--- src/rtl/sram_dump_ctrl.sv ---
// Serial-command SRAM reader: takes {count, start address} bit-serially,
// then streams each addressed word out LSB first with a valid strobe.
module sram_dump_ctrl #(
  parameter int MEMORY_DATA_WIDTH = 8,
  parameter int MEMORY_ADDR_WIDTH = 9,
  parameter int CMD_BITS_WIDTH    = 2 * MEMORY_ADDR_WIDTH
) (
  input  logic                         CLK,
  input  logic                         RST,
  input  logic                         LOAD_N,
  input  logic                         SI,
  input  logic [MEMORY_DATA_WIDTH-1:0] PI,
  output logic                         CEN,
  output logic                         D_WE,
  output logic [MEMORY_ADDR_WIDTH-1:0] A,
  output logic                         SO,
  output logic                         SO_VLD,
  output logic                         RDY
);

  localparam int DW = MEMORY_DATA_WIDTH;
  localparam int AW = MEMORY_ADDR_WIDTH;
  localparam int CB = CMD_BITS_WIDTH;
  localparam int CW = $clog2(CB > DW ? CB : DW);

  typedef enum logic [2:0] {
    IDLE,
    LOAD,
    RD,
    CAPT,
    SEND,
    DONE
  } state_t;

  state_t        state, state_nx;
  logic [CW-1:0] cnt, cnt_nx;
  logic [CB-1:0] cmd, cmd_nx;
  logic [AW-1:0] addr, addr_nx;
  logic [AW-1:0] left, left_nx;
  logic [DW-1:0] shreg, shreg_nx;

  always_ff @(posedge CLK) begin
    if (RST) begin
      state <= IDLE;
      cnt   <= '0;
      cmd   <= '0;
      addr  <= '0;
      left  <= '0;
      shreg <= '0;
    end else begin
      state <= state_nx;
      cnt   <= cnt_nx;
      cmd   <= cmd_nx;
      addr  <= addr_nx;
      left  <= left_nx;
      shreg <= shreg_nx;
    end
  end

  always_comb begin
    state_nx = state;
    cnt_nx   = cnt;
    cmd_nx   = cmd;
    addr_nx  = addr;
    left_nx  = left;
    shreg_nx = shreg;
    unique case (state)
      IDLE, DONE: begin
        if (!LOAD_N) begin
          state_nx = LOAD;
          cnt_nx   = CW'(CB - 1);
        end
      end
      LOAD: begin
        // first bit in ends up at bit 0
        cmd_nx = {SI, cmd[CB-1:1]};
        cnt_nx = cnt - CW'(1);
        if (cnt == '0) begin
          addr_nx  = cmd_nx[AW-1:0];
          left_nx  = cmd_nx[2*AW-1:AW];
          state_nx = RD;
        end
      end
      RD: begin
        state_nx = CAPT;
      end
      CAPT: begin
        shreg_nx = PI;
        cnt_nx   = CW'(DW - 1);
        state_nx = SEND;
      end
      SEND: begin
        shreg_nx = shreg >> 1;
        cnt_nx   = cnt - CW'(1);
        if (cnt == '0) begin
          if (left == '0) begin
            state_nx = DONE;
          end else begin
            addr_nx  = addr + AW'(1);
            left_nx  = left - AW'(1);
            state_nx = RD;
          end
        end
      end
      default: begin
        state_nx = IDLE;
      end
    endcase
  end

  assign CEN    = (state == RD);
  assign A      = (state == RD) ? addr : '0;
  assign SO     = (state == SEND) & shreg[0];
  assign SO_VLD = (state == SEND);
  assign RDY    = (state == DONE);
  assign D_WE   = 1'b0;

endmodule

--- config.mk ---
export PLATFORM = sky130hd
export DESIGN_NAME = sram_dump_ctrl
export DESIGN_NICKNAME = d
export VERILOG_FILES = /design/src/rtl/sram_dump_ctrl.sv
export SDC_FILE = /design/constraint.sdc
export NUM_CORES = 1
export LEC_CHECK = 0
export ABC_AREA = 1
export BUFFER_PORTS_ARGS = -buffer_cell sky130_fd_sc_hd__clkbuf_2
export CAP_MARGIN = 20
export CORE_MARGIN = 3
export CORE_UTILIZATION = 42
export CTS_CLUSTER_DIAMETER = 100
export DETAILED_ROUTE_END_ITERATION = 8
export HOLD_SLACK_MARGIN = 0.1
export PLACE_DENSITY = 0.69
export SKIP_LAST_GASP = 1
export SLEW_MARGIN = 20
export SYNTH_ARGS = -nofsm -noshare
export SYNTH_HDL_FRONTEND = slang
export SYNTH_SLANG_ARGS = --single-unit
--- constraint.sdc ---
create_clock -name CLK -period 1.4 [get_ports CLK]
set_input_delay 0.07 -clock CLK [delete_from_list [all_inputs] [get_ports CLK]]
set_output_delay 0.07 -clock CLK [all_outputs]
set_load 0.01 [all_outputs]
==> results.sh, run 1 <==
export IMPL_ir_worst_vdd_mv=0.955
export IMPL_fin_hold_ws_ns=0.104
export IMPL_crit_type="flip-flop to primary output"
export IMPL_finClkSkew_ns=0.0113
export IMPL_syn_avg_cell_area_um2=6.66
export IMPL_finalNetCount=476
export IMPL_yosysUniqueCellTypes=29
export IMPL_nFillCells=561
export IMPL_period_share=1.03
export IMPL_crit_arrival_ns=1.37
export IMPL_postPlaceCellArea_um2=3060
export IMPL_placed_cells=511
export IMPL_min_path_type="input port to flip-flop"
export IMPL_fmax_ghz=0.696
export IMPL_fin_crit_ns=1.44
export IMPL_slew_viol_final=0
export IMPL_path_clk_slew_ns=0.10
export IMPL_required_ns=1.33
export IMPL_routedWlPerCell_um=12.4
export IMPL_num_vias=2712
export IMPL_routabilityCongestion=0.867
export IMPL_leakagePower_nw=1.47
export IMPL_core_area_um2=5990
export IMPL_globalRouteOverflowTotal=0
export IMPL_violations="setup timing"
export IMPL_wirelength_um=6620
export IMPL_tritoncts="built"
export IMPL_portBuffers=24
export IMPL_cap_violations=0
export IMPL_total_power_w=0.00597
export IMPL_dr_first_iter_drc_count=142
export IMPL_ant_nets=0
export IMPL_hold_viol=0
export IMPL_seq_area_frac_synth=0.389
export IMPL_clk_latency_ns=0.31
export IMPL_hpwl_um=4620
export IMPL_ios=26
export IMPL_clock_path_buffers=2
export IMPL_grt_pass1_vias=2592
export IMPL_syn_inst=394
export IMPL_start_kind="flip-flop"
export IMPL_stdcell_count=536
export IMPL_outcome="finished with violations"
export IMPL_antenna_found_initial=0
export IMPL_ys_warnings_count=0
export IMPL_synth_fp_nets=410
export IMPL_cts_sinks=51
export IMPL_layout_cells_most_common="nand2_1"
export IMPL_grt_pass1_wl_um=11500
export IMPL_die_h_um=85.0
export IMPL_setup_slack_ns=-0.0358
export IMPL_dieArea_um2=7230
export IMPL_final_cell_mix="86 x nand2_1, 46 x nor2_1, 44 x a21oi_1, 44 x dfxtp_1"
export IMPL_setup_viol=13
export IMPL_start_util=0.438
export IMPL_htreeDepth=2
export IMPL_numCtsBuffers=5
export IMPL_syn_cell_area_um2=2620
export IMPL_end_kind="primary output"
export IMPL_rows=28
export IMPL_cts_root_buf="clkbuf_8"
export IMPL_grt_usage=0.192
export IMPL_viasPerCell=5.06
export IMPL_final_area_um2=3460
export IMPL_path_max_fanout=5
export IMPL_rsz0062_at_grt="yes"
export IMPL_synth_seq_cells=51
export IMPL_die_w_um=85.0
export IMPL_drt_pass1_iterations=4
export IMPL_power_density_nw_per_um2=1730
export IMPL_drive_gt1_frac=0.262
export IMPL_antenna_diode_count=0
export IMPL_area_growth_pct=31.8
export IMPL_grt_max_degree=30
export IMPL_post_route_drc_count=0
==> per-stage QoR <==
step	TNS, ns	setup slack (ns)	util
2_1_floorplan	0	0.0351	-
3_3_place_gp	-0.0132	-0.00697	0.511
3_5_place_dp	-0.133	-0.0343	0.511
4_1_cts	-1.39	-0.119	0.548
5_1_grt	-2.17	-0.124	0.577
6_report	-0.269	-0.0358	0.577
==> power by group <==
group	total (W)	internal, W	switching (W)
Combinational	0.00297	0.00130	0.00166
Sequential	0.00209	0.00184	0.000247
Clock	0.000909	0.000404	0.000504
Total	0.00597	0.00355	0.00241
==> registers in the layout (all words and copies together) (netlist names) <==
register and flops:
shreg 8, cmd 17, cnt 5, addr 9, left 9, state 3
==> cells in the mapped netlist (all sizes together) <==
master	n	share of area
a31oi	1	0.0024
nand3	26	0.055
o31ai	1	0.0029
inv	42	0.062
o21ai	46	0.089
conb	1	0.0014
dfxtp	51	0.39
a21oi	46	0.088
xor2	1	0.0033
clkbuf	9	0.013
buf	8	0.022
nand2	94	0.14
or2	1	0.0024
nor2	55	0.087
nor3	1	0.0019
o221ai	4	0.013
nand4	3	0.0072
ha	4	0.019
==> cell type report <==
| type | count | area [µm²] | share of cell area |
|---|---|---|---|
| Clock buffer | 6 | 82.6 | 0.0239 |
| Clock inverter | 2 | 16.3 | 0.00471 |
| Inverter | 42 | 173 | 0.0499 |
| Multi-Input combinational cell | 284 | 1450 | 0.421 |
| Sequential cell | 51 | 1040 | 0.300 |
| Tap cell | 75 | 93.8 | 0.0271 |
| Timing Repair Buffer | 76 | 601 | 0.174 |
==> routing by layer <==
metal / GRT usage / up-vias / wire length [µm]
li1: - / 1410 / -
met1: 0.247 / 1258 / 3070
met2: 0.330 / 38 / 3240
met3: 0.0330 / 6 / 258
met4: 0.0518 / 0 / 55
met5: 0 / - / 0
==> worst max-delay path, cell delays in order (launching register included) <==
cell and delay [ns]:
dfxtp_4 0.38, buf_4 0.14, nor3_4 0.18, buf_4 0.15, buf_4 0.09, clkbuf_2 0.12
==> what timing repair did <==
action / in CTS / in global routing
setup buffers: 2 / 7
pin swaps: 4 / 16
gates resized for setup: 11 / 35
hold buffers: 8 / 0
gates cloned: 0 / 1
setup endpoints to repair: 35 / 54
hold endpoints to repair: 8 / 0
==> worst paths after layout <==
check,from,endpoint,slack [ns],cells after the start
setup / recovery,state[0],CEN,-0.04,5
hold / removal,PI[1],shreg[1],0.10,3
setup reg to reg,state[2],left[1],-0.02,9
hold reg to reg,shreg[1],shreg[0],0.46,2
==> kinds of logic after synthesis <==
family / after synthesis / share of synthesized area
AOI/OAI and AO/OA: 98 / 0.196
and+or+nand+nor: 180 / 0.295
adders and majority gates: 4 / 0.0191
buffers and inverters: 59 / 0.0968
xor gates and xnor gates: 1 / 0.00334
DFF: 51 / 0.389
other: 1 / 0.00143
(Power assumes the default switching activity.)
==> inputs of run 2 (changes only) <==
- CELL_PAD_IN_SITES_DETAIL_PLACEMENT: unset -> 0
- CELL_PAD_IN_SITES_GLOBAL_PLACEMENT: unset -> 1
- CORE_UTILIZATION: 42 -> 38
- GPL_TIMING_DRIVEN: unset -> 0
- PLACE_DENSITY: 0.69 -> 0.83
==> run 2 against run 1 <==
- the flow still finishes with violations (setup timing)
- total power is 8.3% higher
- maximum frequency is 4.8% lower
- sequential power is 4% higher
- flip-flop and latch count stayed put
- clock skew is 0.00082 ns higher
- register-to-register slack worse by 0.03 ns
- cell area is 5.5% higher
- setup slack worse by 0.072 ns
- critical endpoint is now SO
- largest cell class unchanged
==> results.sh, run 2 (synthesis results as in run 1) <==
export IMPL_outcome="finished with violations"
export IMPL_violations="setup timing"
export IMPL_dieArea_um2=7940
export IMPL_htreeDepth=2
export IMPL_end_kind="primary output"
export IMPL_drt_pass1_iterations=4
export IMPL_regArea_um2=1040
export IMPL_clock_path_buffers=2
export IMPL_numCtsBuffers=5
export IMPL_nFillCells=621
export IMPL_period_share=1.08
export IMPL_leakagePower_nw=1.51
export IMPL_met1_usage=0.253
export IMPL_path_max_fanout=5
export IMPL_dr_first_iter_drc_count=148
export IMPL_portBuffers=24
export IMPL_cap_violations=0
export IMPL_grt_pass1_vias=2508
export IMPL_die_h_um=89.1
export IMPL_stdcell_count=542
export IMPL_start_util=0.402
export IMPL_routabilityCongestion=0.849
export IMPL_tritoncts="built"
export IMPL_viasPerCell=5.13
export IMPL_globalRouteOverflowTotal=0
export IMPL_busiest_layer="met2"
export IMPL_use_met3=0.0406
export IMPL_crit_type="flip-flop to primary output"
export IMPL_area_growth_pct=39.0
export IMPL_top_register="cmd"
export IMPL_postPlaceCellArea_um2=2850
export IMPL_crit_chain="nor2_4 -> nand2_4 -> buf_4 -> clkbuf_8 -> nor2_2 -> buf_2"
export IMPL_start_kind="flip-flop"
export IMPL_power_density_nw_per_um2=1770
export IMPL_critPathTopFamily="buffers and inverters"
export IMPL_finalSetupTns_ns=-0.547
export IMPL_tightest_slew_ns=0.712
export IMPL_drive_gt1_frac=0.303
export IMPL_grt_max_degree=18
export IMPL_placed_cells=495
export IMPL_fin_crit_ns=1.51
export IMPL_ir_worst_vdd_mv=0.963
export IMPL_grt_usage=0.195
export IMPL_hold_viol=0
export IMPL_maxSlewHeadroom=0.526
export IMPL_die_w_um=89.1
export IMPL_grtUsageMet2=0.324
export IMPL_rsz0062_at_grt="yes"
export IMPL_post_route_drc_count=0
export IMPL_finClkSkew_ns=0.0121
export IMPL_multi_input_area_um2=1580
export IMPL_antenna_found_initial=0
export IMPL_fmax_ghz=0.663
export IMPL_setup_viol=22
export IMPL_largestRegisters="cmd (17), addr (9), left (9)"
export IMPL_crit_arrival_ns=1.44
export IMPL_antenna_diode_count=0
export IMPL_finalNetCount=480
export IMPL_rows=29
export IMPL_crit_buf_inv=3
export IMPL_num_vias=2782
export IMPL_core_area_um2=6530
export IMPL_cts_sinks=51
export IMPL_ant_nets=0
export IMPL_final_area_um2=3650
export IMPL_ios=26
export IMPL_setup_slack_ns=-0.108
export IMPL_wirelength_um=7510
export IMPL_final_cell_mix="83 x nand2_1, 44 x nor2_1, 42 x a21oi_1, 41 x dfxtp_1, 32 x o21ai_0"
export IMPL_min_path_type="input port to flip-flop"
export IMPL_place_ws_ns=-0.189
export IMPL_grt_pass1_wl_um=12000
export IMPL_final_core_util=0.558
export IMPL_slew_viol_final=0
export IMPL_layout_cells_most_common="nand2_1"
export IMPL_largest_reg_flops=17
export IMPL_routedWlPerCell_um=13.9
export IMPL_path_clk_slew_ns=0.11
export IMPL_hpwl_um=4960
export IMPL_required_ns=1.33
export IMPL_crit_slowest_cell="dfxtp_4"
export IMPL_cts_root_buf="clkbuf_8"
export IMPL_clk_latency_ns=0.31
export IMPL_slowest_delay_ns=0.39
run 2: final timing paths:
path | startpoint | slack [ns] | depth (start not counted) | endpoint
min | LOAD_N | 0.14 | 5 | state[0]
max | state[1] | -0.11 | 6 | SO
max reg2reg | state[1] | -0.05 | 9 | left[7]
min reg2reg | shreg[2] | 0.47 | 2 | shreg[1]
run 2: timing repair:
action / in CTS / in global routing
setup endpoints to repair: 42 / 56
resized for setup: 32 / 78
pin swaps: 8 / 9
gates cloned: 0 / 2
buffers inserted: 11 / 16
hold buffers: 10 / 0
endpoints found under the hold margin: 10 / 0
run 2: stage by stage:
step	power (W)	hold slack (ns)
2_1_floorplan	0.00377	0.139
3_3_place_gp	0.00426	0.306
3_5_place_dp	0.00430	0.307
4_1_cts	0.00573	0.158
5_1_grt	0.00692	0.173
6_report	0.00646	0.143
run 2: routing by layer:
metal / vias up / wire length (µm)
li1: 1421 / -
met5: - / 0
met2: 46 / 3720
met1: 1309 / 3480
met3: 6 / 233
met4: 0 / 78
run 2: worst min-delay path, delay by kind of cell:
family,cells,cell delay [ns]
and+or+nand+nor,3,0.23
buffers and inverters,1,0.08
AOI/OAI and AO/OA,1,0.05
run 2: area by class of cell:
type	instances	share of cell area
clock inverter	3	0.0127
tap	77	0.0264
buffer	17	0.0408
timing repair buffer	63	0.132
inverter	42	0.0501
multi-input combinational	284	0.433
clock buffer	5	0.0189
sequential	51	0.285
run 2: power by group:
part / switching, W / total, W / internal [W]
logic: 0.00176 / 0.00319 / 0.00143
registers: 0.000328 / 0.00218 / 0.00185
clock network: 0.000549 / 0.00109 / 0.000540
total: 0.00264 / 0.00646 / 0.00382
==> inputs of run 3 (changes only) <==
- SKIP_LAST_GASP: 1 -> unset
==> run 3 against run 2 <==
- the flow still finishes with violations (setup timing)
- routed wire length increased by 0.48%
- clock skew increased by 0.00064 ns
- maximum frequency increased by 2.7%
- combinational power increased by 3%
- via count decreased by 0.86%
- non-clock buffer count unchanged
- die area unchanged
- total power increased by 1.6%
- sequential power about the same
- critical path type unchanged
- largest cell class unchanged
- largest power group unchanged
- highest routed layer unchanged
==> results.sh, run 3 (synthesis results as in run 1) <==
export IMPL_leakagePower_nw=1.53
export IMPL_setup_viol=19
export IMPL_cts_sinks=51
export IMPL_postPlaceCellArea_um2=2850
export IMPL_fin_crit_ns=1.47
export IMPL_setup_slack_ns=-0.0686
export IMPL_fmax_ghz=0.681
export IMPL_wirelength_um=7550
export IMPL_finalNetCount=480
export IMPL_clock_path_buffers=2
export IMPL_hpwl_um=4960
export IMPL_end_kind="primary output"
export IMPL_area_growth_pct=41.2
export IMPL_cts_root_buf="clkbuf_8"
export IMPL_num_vias=2758
export IMPL_drt_pass1_iterations=4
export IMPL_final_cell_mix="83 x nand2_1, 44 x a21oi_1, 41 x nor2_1, 40 x dfxtp_1, 31 x o21ai_0"
export IMPL_nFillCells=620
export IMPL_htreeDepth=2
export IMPL_slowest_delay_ns=0.39
export IMPL_post_route_drc_count=0
export IMPL_ios=26
export IMPL_required_ns=1.33
export IMPL_tritoncts="built"
export IMPL_violations="setup timing"
export IMPL_rows=29
export IMPL_met1_usage=0.254
export IMPL_cap_violations=0
export IMPL_maxSlewHeadroom=0.574
export IMPL_die_w_um=89.1
export IMPL_top_register="cmd"
export IMPL_crit_arrival_ns=1.40
export IMPL_clk_latency_ns=0.31
export IMPL_total_power_w=0.00656
export IMPL_ant_nets=0
export IMPL_antenna_diode_count=0
export IMPL_globalRouteOverflowTotal=0
export IMPL_routedWlPerCell_um=13.9
export IMPL_grt_pass1_vias=2516
export IMPL_final_area_um2=3700
export IMPL_min_path_type="input port to flip-flop"
export IMPL_tightest_slew_ns=0.638
export IMPL_start_kind="flip-flop"
export IMPL_grt_pass1_wl_um=12100
export IMPL_critPathTopFamily="flip-flops"
export IMPL_viasPerCell=5.09
export IMPL_ir_worst_vdd_mv=1.01
export IMPL_numCtsBuffers=5
export IMPL_dr_first_iter_drc_count=122
export IMPL_busiest_layer="met2"
export IMPL_start_util=0.402
export IMPL_slew_viol_final=0
export IMPL_crit_buf_inv=3
export IMPL_outcome="finished with violations"
export IMPL_crit_type="flip-flop to primary output"
export IMPL_largestRegisters="cmd (17), addr (9), left (9)"
export IMPL_grt_max_degree=18
export IMPL_path_clk_slew_ns=0.11
export IMPL_crit_chain="nor2_4 -> nand2_4 -> buf_6 -> clkbuf_8 -> nor2_4 -> buf_6"
export IMPL_rsz0062_at_grt="yes"
export IMPL_power_density_nw_per_um2=1770
export IMPL_die_h_um=89.1
export IMPL_grtUsageMet2=0.324
export IMPL_largest_reg_flops=17
export IMPL_crit_slowest_cell="dfxtp_4"
export IMPL_path_max_fanout=4
export IMPL_core_area_um2=6530
export IMPL_period_share=1.05
export IMPL_use_met3=0.0406
export IMPL_antenna_found_initial=0
export IMPL_finClkSkew_ns=0.0127
export IMPL_dieArea_um2=7940
export IMPL_layout_cells_most_common="nand2_1"
export IMPL_drive_gt1_frac=0.305
export IMPL_grt_usage=0.195
export IMPL_portBuffers=24
export IMPL_routabilityCongestion=0.849
export IMPL_hold_viol=0
run 3: metal layers:
layer  up-vias  part of all wire
li1       1425                 -
met1      1286              0.47
met2        43              0.49
met3         4             0.032
met4         0            0.0072
met5         -                 0
run 3: worst reg2reg max path, delay by kind of cell, from the launching register on:
kind                   cells  cell delay, ns
buffers and inverters      3            0.29
DFF                        1            0.39
AOI/OAI and AO/OA          1            0.12
and+or+nand+nor            6            0.60
run 3: repair_timing:
action,4_1_cts,5_1_grt
setup endpoints to repair,42,56
setup buffers,11,16
hold buffers,10,0
pin swaps,8,10
hold endpoints to repair,10,0
resized for setup,33,98
cloned,0,3
run 3: layout make-up:
cell class | instances | area (µm²) | area share
timing repair buffer | 63 | 522 | 0.141
sequential | 51 | 1040 | 0.281
multi-input combinational | 284 | 1590 | 0.429
clock inverter | 3 | 46.3 | 0.0125
tap | 77 | 96.3 | 0.0260
clock buffer | 5 | 68.8 | 0.0186
buffer | 17 | 150 | 0.0405
inverter | 42 | 190 | 0.0514
run 3: worst paths after layout:
kind	start	endpoint	slack [ns]	cells after the start
worst max-delay path	state[1]	SO	-0.07	6
worst min-delay path	LOAD_N	state[0]	0.15	5
worst min register to register	shreg[2]	shreg[1]	0.47	2
worst max register to register	state[1]	addr[8]	-0.06	10
run 3: per-stage QoR:
step | TNS (ns) | setup WS [ns] | util | hold WS, ns | cells
floorplan | 0 | 0.0351 | - | 0.139 | 394
global placement | -2.61 | -0.166 | 0.437 | 0.306 | 495
detailed placement | -3.01 | -0.189 | 0.437 | 0.307 | 495
CTS | -0.970 | -0.0725 | 0.498 | 0.158 | 524
global route | -3.04 | -0.144 | 0.567 | 0.172 | 542
finish | -0.588 | -0.0686 | 0.567 | 0.146 | 542
run 3: where the power goes:
| group | internal, W | switching (W) | total, W |
|---|---|---|---|
| Sequential | 0.00185 | 0.000341 | 0.00219 |
| Combinational | 0.00149 | 0.00179 | 0.00328 |
| Clock | 0.000540 | 0.000550 | 0.00109 |
| Total | 0.00388 | 0.00268 | 0.00656 |
